<file path="config.mk">
export PLATFORM = sky130hd
export DESIGN_NAME = mfp_input_debounce_irq
export DESIGN_NICKNAME = d
export VERILOG_FILES = /design/src/rtl/mfp_input_debounce_irq_pkg.sv /design/src/rtl/mfp_sync_debounce_channel.sv /design/src/rtl/mfp_input_debounce_irq.sv
export SDC_FILE = /design/constraint.sdc
export NUM_CORES = 1
export LEC_CHECK = 0
export BUFFER_PORTS_ARGS = -buffer_cell sky130_fd_sc_hd__buf_4
export CAP_MARGIN = 20
export CORE_AREA = 5 5 283 285
export DETAILED_ROUTE_END_ITERATION = 8
export DIE_AREA = 0 0 288 290
export GPL_TIMING_DRIVEN = 0
export SLEW_MARGIN = 20
export SYNTH_ARGS = -nofsm -noshare
export SYNTH_HDL_FRONTEND = slang
export SYNTH_SLANG_ARGS = --single-unit
</file>
<file path="constraint.sdc">
create_clock -name SI_ClkIn -period 2.1 [get_ports SI_ClkIn]
set_clock_uncertainty 0.2 [all_clocks]
set_input_delay 0.525 -clock SI_ClkIn [delete_from_list [all_inputs] [get_ports SI_ClkIn]]
set_output_delay 0.525 -clock SI_ClkIn [all_outputs]
set_load 0.01 [all_outputs]
</file>
<file path="src/rtl/mfp_input_debounce_irq_pkg.sv">
//-----------------------------------------------------------------------------
// mfp_input_debounce_irq_pkg
//
// Shared constants and small helpers for the input debounce / interrupt block.
//
// Contents:
//   DEBOUNCE_CYCLES_DEFAULT  default stability window in clock cycles. The
//                            board default is 500000 cycles.
//   WIDTH_DEFAULT            default channel count.
//   cnt_width()              width of a counter that holds 0..cycles.
//   event_set()              decides whether an accepted transition on one
//                            channel raises its pending flag.
//-----------------------------------------------------------------------------
package mfp_input_debounce_irq_pkg;

    localparam int unsigned DEBOUNCE_CYCLES_DEFAULT = 500000;

    localparam int unsigned WIDTH_DEFAULT = 16;

    // Counter width able to hold DEBOUNCE_CYCLES. The counter stops at
    // DEBOUNCE_CYCLES-1, so it can never wrap.
    function automatic int unsigned cnt_width(input int unsigned cycles);
        return (cycles < 2) ? 1 : $clog2(cycles + 1);
    endfunction

    // A rising acceptance sets pending when rise_en is set. A falling
    // acceptance sets pending when fall_en is set.
    function automatic logic event_set(input logic accept,
                                       input logic new_level,
                                       input logic rise_en,
                                       input logic fall_en);
        return accept & (new_level ? rise_en : fall_en);
    endfunction

endpackage

</file>
<file path="src/rtl/mfp_sync_debounce_channel.sv">
//-----------------------------------------------------------------------------
// mfp_sync_debounce_channel
//
// One input channel. It has a 2-flop synchroniser, followed by a stability
// counter and the debounced level flop. The synchronised input must differ
// from the current debounced level for DEBOUNCE_CYCLES consecutive edges.
// Only then is the new level accepted. Any return to the current level
// before that restarts the count.
//
// Ports:
//   clk         in   system clock, rising edge
//   rst_n       in   asynchronous active-low reset
//   raw         in   asynchronous pin input
//   db          out  debounced level (registered)
//   edge_pulse  out  1-cycle pulse, registered, on the edge db changes
//   accept      out  combinational: db takes new_level on the coming edge
//   new_level   out  combinational: level that db will take on acceptance
//-----------------------------------------------------------------------------
module mfp_sync_debounce_channel
    import mfp_input_debounce_irq_pkg::*;
#(
    parameter int unsigned DEBOUNCE_CYCLES = DEBOUNCE_CYCLES_DEFAULT,
    parameter logic        RESET_LEVEL     = 1'b0
) (
    input  logic clk,
    input  logic rst_n,
    input  logic raw,
    output logic db,
    output logic edge_pulse,
    output logic accept,
    output logic new_level
);

    localparam int unsigned      CNT_W    = cnt_width(DEBOUNCE_CYCLES);
    localparam logic [CNT_W-1:0] CNT_LAST = CNT_W'(DEBOUNCE_CYCLES - 1);
    localparam logic [CNT_W-1:0] CNT_ONE  = CNT_W'(1);

    logic             s1;
    logic             s2;
    logic [CNT_W-1:0] cnt;

    // The synchroniser flops reset to RESET_LEVEL. This keeps the first
    // post-reset comparisons against db quiet.
    // NOTE: sequential state uses non-blocking assignments. This way s2 samples
    // the old s1, which gives a true two-stage pipeline. It also avoids a
    // simulation race with the debounce logic.
    always_ff @(posedge clk or negedge rst_n) begin
        if (!rst_n) begin
            s1 <= RESET_LEVEL;
            s2 <= RESET_LEVEL;
        end else begin
            s1 <= raw;
            s2 <= s1;
        end
    end

    assign accept    = (s2 != db) && (cnt == CNT_LAST);
    assign new_level = s2;

    always_ff @(posedge clk or negedge rst_n) begin
        if (!rst_n) begin
            db         <= RESET_LEVEL;
            cnt        <= '0;
            edge_pulse <= 1'b0;
        end else begin
            edge_pulse <= 1'b0;
            if (s2 == db) begin
                // The input agrees with the accepted level. A glitch that
                // returns here forfeits any partial count.
                cnt <= '0;
            end else if (cnt == CNT_LAST) begin
                db         <= s2;
                cnt        <= '0;
                edge_pulse <= 1'b1;
            end else begin
                cnt <= cnt + CNT_ONE;
            end
        end
    end

endmodule

</file>
<file path="src/rtl/mfp_input_debounce_irq.sv">
//-----------------------------------------------------------------------------
// mfp_input_debounce_irq
//
// This block debounces WIDTH switch/button inputs. It sits between the board
// pins and the mfp_sys GPIO/interrupt logic. Each channel is synchronised and
// debounced by its own mfp_sync_debounce_channel. This module holds the
// sticky pending flags and the masked interrupt line that feeds the CPU.
//
// Ports:
//   SI_ClkIn    in   system clock, rising edge
//   SI_Reset_N  in   asynchronous active-low reset
//   raw_in      in   [WIDTH] asynchronous pin inputs
//   rise_en     in   [WIDTH] a rising debounced edge sets pending
//   fall_en     in   [WIDTH] a falling debounced edge sets pending
//   irq_mask    in   [WIDTH] per-channel interrupt enable
//   clr_we      in   write strobe for the pending clear
//   clr_bits    in   [WIDTH] write-1-to-clear mask, qualified by clr_we
//   db_out      out  [WIDTH] debounced levels
//   edge_pulse  out  [WIDTH] 1-cycle pulse on each accepted transition
//   pending     out  [WIDTH] sticky event flags
//   irq         out  registered OR of (pending & irq_mask)
//-----------------------------------------------------------------------------
module mfp_input_debounce_irq
    import mfp_input_debounce_irq_pkg::*;
#(
    parameter int unsigned WIDTH           = WIDTH_DEFAULT,
    parameter int unsigned DEBOUNCE_CYCLES = DEBOUNCE_CYCLES_DEFAULT,
    parameter logic        RESET_LEVEL     = 1'b0
) (
    input  logic             SI_ClkIn,
    input  logic             SI_Reset_N,
    input  logic [WIDTH-1:0] raw_in,
    input  logic [WIDTH-1:0] rise_en,
    input  logic [WIDTH-1:0] fall_en,
    input  logic [WIDTH-1:0] irq_mask,
    input  logic             clr_we,
    input  logic [WIDTH-1:0] clr_bits,
    output logic [WIDTH-1:0] db_out,
    output logic [WIDTH-1:0] edge_pulse,
    output logic [WIDTH-1:0] pending,
    output logic             irq
);

    logic [WIDTH-1:0] accept;
    logic [WIDTH-1:0] new_level;
    logic [WIDTH-1:0] set_vec;
    logic [WIDTH-1:0] clear_vec;
    logic [WIDTH-1:0] pending_next;

    for (genvar i = 0; i < WIDTH; i++) begin : g_chan
        mfp_sync_debounce_channel #(
            .DEBOUNCE_CYCLES (DEBOUNCE_CYCLES),
            .RESET_LEVEL     (RESET_LEVEL)
        ) u_chan (
            .clk        (SI_ClkIn),
            .rst_n      (SI_Reset_N),
            .raw        (raw_in[i]),
            .db         (db_out[i]),
            .edge_pulse (edge_pulse[i]),
            .accept     (accept[i]),
            .new_level  (new_level[i])
        );
    end

    // Events are taken from the channel's accept strobe, not from edge_pulse.
    // The accept strobe lets pending update on the same edge as db_out.
    // The enables are sampled only at that edge, so toggling an enable on its
    // own never changes pending.
    // NOTE: every signal assigned in always_comb gets a default first. This
    // way no path leaves it unassigned, and no latch is inferred.
    always_comb begin
        set_vec = '0;
        for (int i = 0; i < WIDTH; i++) begin
            set_vec[i] = event_set(accept[i], new_level[i], rise_en[i], fall_en[i]);
        end
        clear_vec    = clr_we ? clr_bits : '0;
        // The set term is ORed in last, so a simultaneous set overrides a clear.
        pending_next = (pending & ~clear_vec) | set_vec;
    end

    always_ff @(posedge SI_ClkIn or negedge SI_Reset_N) begin
        if (!SI_Reset_N) begin
            pending <= '0;
            irq     <= 1'b0;
        end else begin
            pending <= pending_next;
            // The registered pending is used here, so irq follows pending
            // (or a mask change) by one cycle.
            irq     <= |(pending & irq_mask);
        end
    end

endmodule
</file>
==> results, run 1 <==
- The flow ran to the end, but the final reports show violations.
- The checks that failed: negative hold slack, negative setup slack.
- The endpoint required time on the critical path is 2.36 ns.
- Detailed routing inserted a total of 15000 vias.
- The data arrival time at the worst-slack endpoint is 2.51 ns.
- The cell at the slowest stage of the critical path is sky130_fd_sc_hd__or4_4.
- Grouping stages by cell kind, the critical path spends the most delay in simple AND/OR/NAND/NOR gates.
- On the worst path, the slowest cell contributes a delay of 0.58 ns.
- In the final routed layout, each cell accounts on average for 13.7 um.
- Timing would allow up to 0.444 GHz.
- The number of input and output port buffers inserted is 130.
- The number of cells on the worst reg-to-reg path is 5.
- The floorplan step set the die height to 290 um.
- The clock edge transition at the registers on the reported setup and hold paths is 0.06 ns.
- The post-route antenna net violation count is 0.
- The final layout contains 2321 nets.
- The number of different library cells in the post-synthesis netlist is 45.
- STA classifies the critical path startpoint as a register.
- The combined area of the multi-input logic cells is 9000 um2.
- Each instance of the synthesized netlist takes up on average 9.85 um2.
- Setup repair after global routing could not meet its margin everywhere.
- The global-route usage over all layers is 10.3%.
- The adder-cell area share of the yosys netlist is 1.09%.
- The clock net sink count is 385.
- Of the cells placed in the final design, the portion with a size suffix greater than 1 is 27.9%.
- Total power for the finished layout comes to 16.5 mW.
- The number of placed instances, taps included, is 3038.
- The launch point of the worst reg-to-reg path is g_chan[4].u_chan.cnt[5].
- The CTS tree is built.
- In the post-route analysis, the smallest setup slack over all paths is -0.152 ns.
- The final wirelength is 45100 um.
- In this run the static leakage power is 10.2 nW.
- The layout has 7916 filler cells.
- By startpoint and endpoint, the worst setup path is classified as register to register.
- The core region area is 77100 um2.
- After synthesis, the largest family of logic cells by area is simple AND/OR/NAND/NOR gates.
- The critical path runs through a total of 5 cells.
- After Yosys synthesis, and, or, nand and nor cells account for 25.1% of the synthesized area.
- The kind of path behind the tightest hold check is input port to async pin.
- The tool flagged a number of max-cap violations equal to 0.
- The final worst-path cycle share is 107%.
- The synthesized design contains 385 register bits.
- In this run the core area contains 102 standard-cell rows.
- The number of buffers inserted during clock tree synthesis is 47.
- Across all register-to-register paths, the minimum setup slack is -0.15 ns.
- At the pin with the least slew margin, the transition time is 0.960 ns.
- The number of global-route vias before repair is 14500.
- The detailed placement HPWL is 28600 um.
- By area the synthesized netlist is led by sky130_fd_sc_hd__dfrtp_1 (52%), sky130_fd_sc_hd__xnor2_1 (6.5%), sky130_fd_sc_hd__nor2_1 (5.4%).
- The final hold violation count was 66.
- Synthesis produced a netlist whose cell count is 1864.
- The tightest hold margin is -0.320 ns.
- After global routing the overflow that remains totals 0.
- From synthesis to final layout, the design area changed by 34.9%.
- STA classifies the critical path endpoint as a register.
- Of the post-synthesis cell area, the part taken by muxes is 0.606%.
- The smallest clock period supported by the final layout is computed as 2.25 ns.
- The number of slew-limit violations in the final report is 0.
- The length of the first detailed-routing pass in iterations is 4.
- The area of the die is 83500 um2.
- The critical register-to-register path endpoint is g_chan[4].u_chan.cnt[17].
- The synthesized design contains 0 enable-type register cells.
- The finished cells cover 24800 um2.
- Setup violations remaining at the end of the flow were counted as 20.
- Across the VDD grid, the largest voltage drop is 0.000545 V.
- The synthesized-area fraction occupied by xor and xnor cells is 10.1%.
- The sequential area share after synthesis is 52.5%.
- Sorting the synthesized cells by how often they occur yields sky130_fd_sc_hd__dfrtp_1 (385), sky130_fd_sc_hd__nor2_1 (266), sky130_fd_sc_hd__nand2_1 (139), sky130_fd_sc_hd__xnor2_1 (137), sky130_fd_sc_hd__nand3_1 (96).
- For this run, the leading register cell type out of synthesis is sky130_fd_sc_hd__dfrtp_1.
- The number of top-level design ports is 132.
- Synthesis produced a netlist with a net count of 1963.
- Summing all placed instances gives a cell area of 20800 um2.
- The initial antenna violation count was 4.
- The worst max-slew margin expressed relative to the limit is 36.0%.
- Once the floorplan was initialized, standard cells occupied 23.8% of the core.
- Traced cell by cell, the critical path runs through or4b_1 > or4_4 > o21bai_4 > buf_6 > a21oi_2.
- The biggest area contributor in the post-synthesis netlist is sky130_fd_sc_hd__dfrtp_1.
- The synthesized cell area is 18400 um2.
- The yosys synthesis warning count is 0.
- For this run, asynchronously set or reset flops after synthesis account for 100%.
- The compound-gate portion of the synthesized area is 7.20%.
- The H-tree depth is 2.
- In the routed design, unresolved DRC markers number 0.
- The placer congestion estimate is 0.768.
- Clock latency on the worst-skew pair, taken at its later pin, is 0.59 ns.
- The pin count of the biggest net entering global routing is 95.
- The first global-routing pass estimated 73100 um of wire.
- In this run the power density over the cells is 668 nW/um2.
- The area share of the largest cell type after synthesis is 52.5%.
- In this run the worst path has a maximum fanout of 6.
- The number of DRC markers in iteration 0 is 560.
- Measured along the x axis, the die boundary spans 288 um.
- The root buffer selected by CTS is sky130_fd_sc_hd__clkbuf_16.
- The sequential standard cell area is 9680 um2.
- The number of buffer and inverter stages on the critical path is 1.
- The finished layout holds 3298 standard cells, fillers aside.
- The most frequently used cell type in the post-synthesis netlist is sky130_fd_sc_hd__dfrtp_1.
- The count of hold buffers inserted by post-cts repair is 27.
- The deepest clock path buffer count is 3.
- The post-detailed-route via-to-cell ratio is 4.54.
flip-flops by register name (all words and copies together) (netlist names):
signal / cells
irq: 1
g_chan.u_chan.edge_pulse: 16
g_chan.u_chan.s1: 16
g_chan.u_chan.cnt: 304
g_chan.u_chan.new_level: 16
g_chan.u_chan.db: 16
pending: 16
placed cells by master (no fill, tap or decap), types with 13 or more instances in the layout:
master / synthesis / layout
sky130_fd_sc_hd__dfrtp_1: 385 / 350
sky130_fd_sc_hd__buf_4: 33 / 317
sky130_fd_sc_hd__nor2_1: 266 / 254
sky130_fd_sc_hd__xnor2_1: 137 / 137
sky130_fd_sc_hd__nand2_1: 139 / 133
sky130_fd_sc_hd__nand3_1: 96 / 81
sky130_fd_sc_hd__xor2_1: 75 / 75
sky130_fd_sc_hd__o21ai_0: 73 / 73
sky130_fd_sc_hd__nand4_1: 71 / 71
sky130_fd_sc_hd__inv_1: 64 / 64
sky130_fd_sc_hd__a21oi_1: 76 / 58
sky130_fd_sc_hd__or3_1: 64 / 54
sky130_fd_sc_hd__clkbuf_16: 0 / 48
sky130_fd_sc_hd__nor4_1: 56 / 39
sky130_fd_sc_hd__nor3_1: 38 / 36
sky130_fd_sc_hd__dfrtp_2: 0 / 35
sky130_fd_sc_hd__and3_1: 29 / 28
sky130_fd_sc_hd__o31ai_1: 29 / 27
sky130_fd_sc_hd__dlygate4sd3_1: 0 / 27
sky130_fd_sc_hd__or4_4: 0 / 24
sky130_fd_sc_hd__or4_1: 43 / 19
sky130_fd_sc_hd__a21oi_2: 0 / 18
sky130_fd_sc_hd__and4_1: 17 / 16
sky130_fd_sc_hd__nand3b_1: 15 / 15
sky130_fd_sc_hd__buf_6: 0 / 13
power breakdown:
part	internal (mW)	switching [mW]	leakage, nW	total, mW
registers	7.53	0.112	5.21	7.64
logic	0.368	0.440	4.19	0.809
clock network	4.86	3.23	0.750	8.09
total	12.8	3.78	10.2	16.5
how the worst max path moves through the flow:
stage / start / to / slack, ns
final: g_chan[4].u_chan.cnt[5] / g_chan[4].u_chan.cnt[17] / -0.15
after global routing: g_chan[4].u_chan.cnt[5] / g_chan[4].u_chan.cnt[17] / -0.19
after floorplan: g_chan[4].u_chan.cnt[9] / g_chan[4].u_chan.db / -0.09
after detailed placement: g_chan[7].u_chan.cnt[0] / g_chan[7].u_chan.cnt[9] / -0.54
after global placement: SI_Reset_N / g_chan[15].u_chan.cnt[3] / -3.86
after CTS: g_chan[4].u_chan.cnt[12] / g_chan[4].u_chan.db / -0.15
through the flow:
step | hold WS (ns) | setup slack, ns | utilization, % | TNS, ns
CTS | -0.301 | -0.151 | 30.7 | -2.24
global route | -0.282 | -0.192 | 32.1 | -4.04
global placement | 0.131 | -3.86 | 26.8 | -1515.59
floorplan | 0.0294 | -0.0932 | - | -0.844
finish | -0.320 | -0.152 | 32.1 | -2.63
detailed placement | 0.135 | -0.535 | 27.0 | -67.15
per-layer routing:
| layer | global-route usage [%] | vias to the layer above | part of all wire, % |
|---|---|---|---|
| li1 | - | 7314 | - |
| met1 | 14.5 | 7327 | 47 |
| met2 | 15.8 | 254 | 45 |
| met3 | 2.40 | 68 | 6.0 |
| met4 | 3.02 | 0 | 2.4 |
| met5 | 0 | - | 0 |
logic make-up (layout without fill, tap and decap cells):
kind of cell / after synthesis / count (layout)
muxes: 10 / 10
adders and majority gates: 16 / 16
AOI/OAI and AO/OA: 221 / 221
buffers and inverters: 132 / 523
and+or+nand+nor: 888 / 888
other: 0 / 3
DFF: 385 / 385
xor gates and xnor gates: 212 / 212
cell type report:
class                           count  share of cell area (%)
Tap cell                         1040                    5.25
Sequential cell                   385                    39.1
Clock inverter                     18                   0.778
Timing Repair Buffer              323                    10.5
Antenna cell                        3                  0.0303
Inverter                           64                   0.970
Buffer                             54                    1.57
Clock buffer                       64                    5.46
Multi-Input combinational cell   1347                    36.3
repair_timing:
item | in CTS | in global routing
hold endpoints to repair | 90 | 66
cloned | 2 | 0
buffers inserted | 77 | 83
pin swaps | 40 | 65
endpoints found under the setup margin | 248 | 198
gates resized for setup | 112 | 134
Note: power is estimated with default switching activity, not from simulation.
==> run 2: changes to the inputs <==
--- a/config.mk
+++ b/config.mk
@@ -10,7 +10,7 @@
 export CORE_AREA = 5 5 283 285
 export DETAILED_ROUTE_END_ITERATION = 8
 export DIE_AREA = 0 0 288 290
-export GPL_TIMING_DRIVEN = 0
+export RECOVER_POWER = 25
 export SLEW_MARGIN = 20
 export SYNTH_ARGS = -nofsm -noshare
 export SYNTH_HDL_FRONTEND = slang
==> results, run 2 (same netlist as run 1, synthesis figures left out) <==
- The detailed placement HPWL is 30900 um (+7.9%).
- The number of cells on the worst reg-to-reg path was 4 (-1).
- The largest fanout on the critical path came to 3 (-3).
- The instance area after placement is 22000 um2 (+5.6%).
- The worst register-to-register path ends at g_chan[4].u_chan.db.
- The flop-to-flop setup slack is -0.12 ns (+0.03 ns).
- Relative to the synthesized area, the layout overhead comes to 31.3%.
- The startpoint of the most critical hold path is fall_en[5].
- The sort of element at the end of the critical path is a register.
- The final wirelength was 43700 um (-3.1%).
- The number of buffers inserted during clock tree synthesis is 48 (+2.1%).
- The clock edge transition at the registers on the reported setup and hold paths came to 0.06 ns (about the same).
- The post-detailed-route via-to-cell ratio was 4.43 (-2.4%).
- The number of input and output port buffers inserted is 131 (+0.77%).
- The total instance count after detailed placement is 3174 (+4.5%).
- Setup repair after global routing could not meet its margin everywhere.
- The final hold violation count is 0 (-100%).
- The H-tree depth is 2 (unchanged).
- The final routed DRC violation total is 0 (unchanged).
- The data arrival time at the worst-slack endpoint was 2.47 ns (-0.04 ns).
- The placement-stage worst setup slack is -0.182 ns (+0.353 ns).
- The maximum clock frequency was 0.451 GHz (+1.5%).
- The wire length per cell is 13.2 um (-3.4%).
- The utilization after layout is 31.3% (-0.84 points).
- The number of rows in the core area is 102 (unchanged).
- The number of DRC markers in iteration 0 was 633 (+13%).
- The height of the chip came to 290 um (unchanged).
- The CTS tree is built.
- The number of top-level design ports came to 132 (unchanged).
- The pin count of the biggest net entering global routing is 55 (-42%).
- The total setup violations reported at the end of the flow came to 20 (unchanged).
- The maximum VDD drop is 0.000481 V (-12%).
- The checks that failed: negative setup slack.
- The starting density of the core is 23.8% (unchanged).
- The critical path in this run is classified as register to register.
- The initial antenna violation count is 5 (+1).
- The power after layout came to 16.6 mW (+0.10%).
- The placer congestion estimate was 0.790 (+2.9%).
- The worst-skew pair later-pin latency is 0.58 ns (about the same).
- The number of nets in the finished design is 2333 (+0.52%).
- The kind of path behind the tightest hold check is input port to register.
- The slew at the pin with the worst max-slew slack is 1.21 ns (+0.250 ns).
- The cell depth of the worst min-delay path is 3.
- The final worst-path cycle share was 106% (-1.6 points).
- The cell area after layout is 24100 um2 (-2.6%).
- Clock tree synthesis selected as its root buffer the cell sky130_fd_sc_hd__clkbuf_16.
- The register with the most flip-flops in the final layout is g_chan.u_chan.cnt.
- The power per standard cell area came to 686 nW/um2 (+2.8%).
- The final instance count without filler cells is 3310 (+0.36%).
- The length of the first detailed-routing pass in iterations is 4 (unchanged).
- The clock net sink count is 385 (unchanged).
- The x dimension of the die is 288 um (unchanged).
- The worst max-slew margin expressed relative to the limit is 19.3% (-17 points).
- The post-route antenna net violation count was 0 (unchanged).
- The core region area is 77100 um2 (unchanged).
- The endpoint required time on the critical path is 2.35 ns (about the same).
- The startpoint kind of the worst setup timing path is a register.
- The wire length of the first global-routing pass was 72400 um (-1.0%).
- The count of vias placed by the detailed router is 14700 (-2.0%).
- The worst hold path terminates at pending[5].
- The area of the die is 83500 um2 (unchanged).
- The deepest clock path buffer count is 3 (unchanged).
- Leaving out fill and tap cells, the most frequent cells in the layout are sky130_fd_sc_hd__dfrtp_1 (378), sky130_fd_sc_hd__buf_4 (327), sky130_fd_sc_hd__nor2_1 (265), sky130_fd_sc_hd__nand2_1 (139), sky130_fd_sc_hd__xnor2_1 (137).
- The aggregate global routing overflow is 0 (unchanged).
- The fraction of layout instances using a drive strength above 1 was 23.1% (-4.8 points).
- The flow ran to the end, but the final reports show violations.
- The global-route usage over all layers is 10.3% (-0.026 points).
- The number of global-route vias before repair is 14400 (-0.41%).
- The max capacitance violation total is 0 (unchanged).
- The shortest period the worst path allows is 2.22 ns (-0.0334 ns).
- The worst register-to-register path begins at g_chan[4].u_chan.cnt[7].
- The commonest non-fill, non-tap cell in the layout is sky130_fd_sc_hd__dfrtp_1.
- The final worst setup slack is -0.119 ns (+0.0334 ns).
- The flip-flop count of the largest register, all copies and words added is 304 (unchanged).
- The leakage power total is 10.0 nW (-1.1%).
- The number of slew-limit violations in the final report was 0 (unchanged).
run 2: worst max-delay path by stage:
stage,start,end,slack (ns),cells after the start
after floorplan,g_chan[4].u_chan.cnt[9],g_chan[4].u_chan.db,-0.09,4
after global placement,g_chan[4].u_chan.cnt[10],g_chan[4].u_chan.db,-0.16,4
after detailed placement,g_chan[4].u_chan.cnt[10],g_chan[4].u_chan.db,-0.18,4
after CTS,g_chan[4].u_chan.cnt[5],g_chan[4].u_chan.db,-0.15,4
after global routing,g_chan[4].u_chan.cnt[7],g_chan[4].u_chan.db,-0.17,4
final,g_chan[4].u_chan.cnt[7],g_chan[4].u_chan.db,-0.12,4
run 2: area by class of cell:
type | count | area [um2]
Antenna cell | 2 | 5.00
Sequential cell | 385 | 9640
Tap cell | 1040 | 1300
Inverter | 64 | 240
Multi-Input combinational cell | 1347 | 8320
Timing Repair Buffer | 388 | 3050
Clock inverter | 20 | 235
Clock buffer | 64 | 1330
Fill cell | 8029 | 53000
run 2: what timing repair did:
item	4_1_cts	5_1_grt
hold buffers	26	0
setup buffers	4	21
endpoints found under the hold margin	214	0
endpoints found under the setup margin	28	76
resized for setup	11	42
pin swaps	5	21
run 2: critical path, stage by stage, from the launching register on:
cell and delay (ns):
sky130_fd_sc_hd__dfrtp_1 0.37, sky130_fd_sc_hd__or4_4 0.53, sky130_fd_sc_hd__or4_4 0.57, sky130_fd_sc_hd__nor2_4 0.12, sky130_fd_sc_hd__mux2_4 0.30
run 2: report_power, final:
part           switching [mW]  leakage (nW)  internal [mW]  total (mW)
sequential             0.0897          5.25           7.53        7.62
clock                    3.25         0.762           4.94        8.18
combinational           0.417          4.03          0.334       0.751
total                    3.75          10.0           12.8        16.6
run 2: routing by layer:
layer  GRT usage, %  wire (um)  up-vias
li1               -          -     7330
met1           14.9      21700     7048
met4           2.86        971        0
met5              0          0        -
met3           2.48       2380       63
met2           15.2      18600      218
run 2: through the flow:
| stage | TNS, ns | hold WS (ns) |
|---|---|---|
| 6_report | -1.57 | 0.0502 |
| 5_1_grt | -2.78 | 0.0348 |
| 4_1_cts | -1.77 | 0.00292 |
| 3_5_place_dp | -1.93 | 0.136 |
| 3_3_place_gp | -1.59 | 0.131 |
| 2_1_floorplan | -0.844 | 0.0294 |
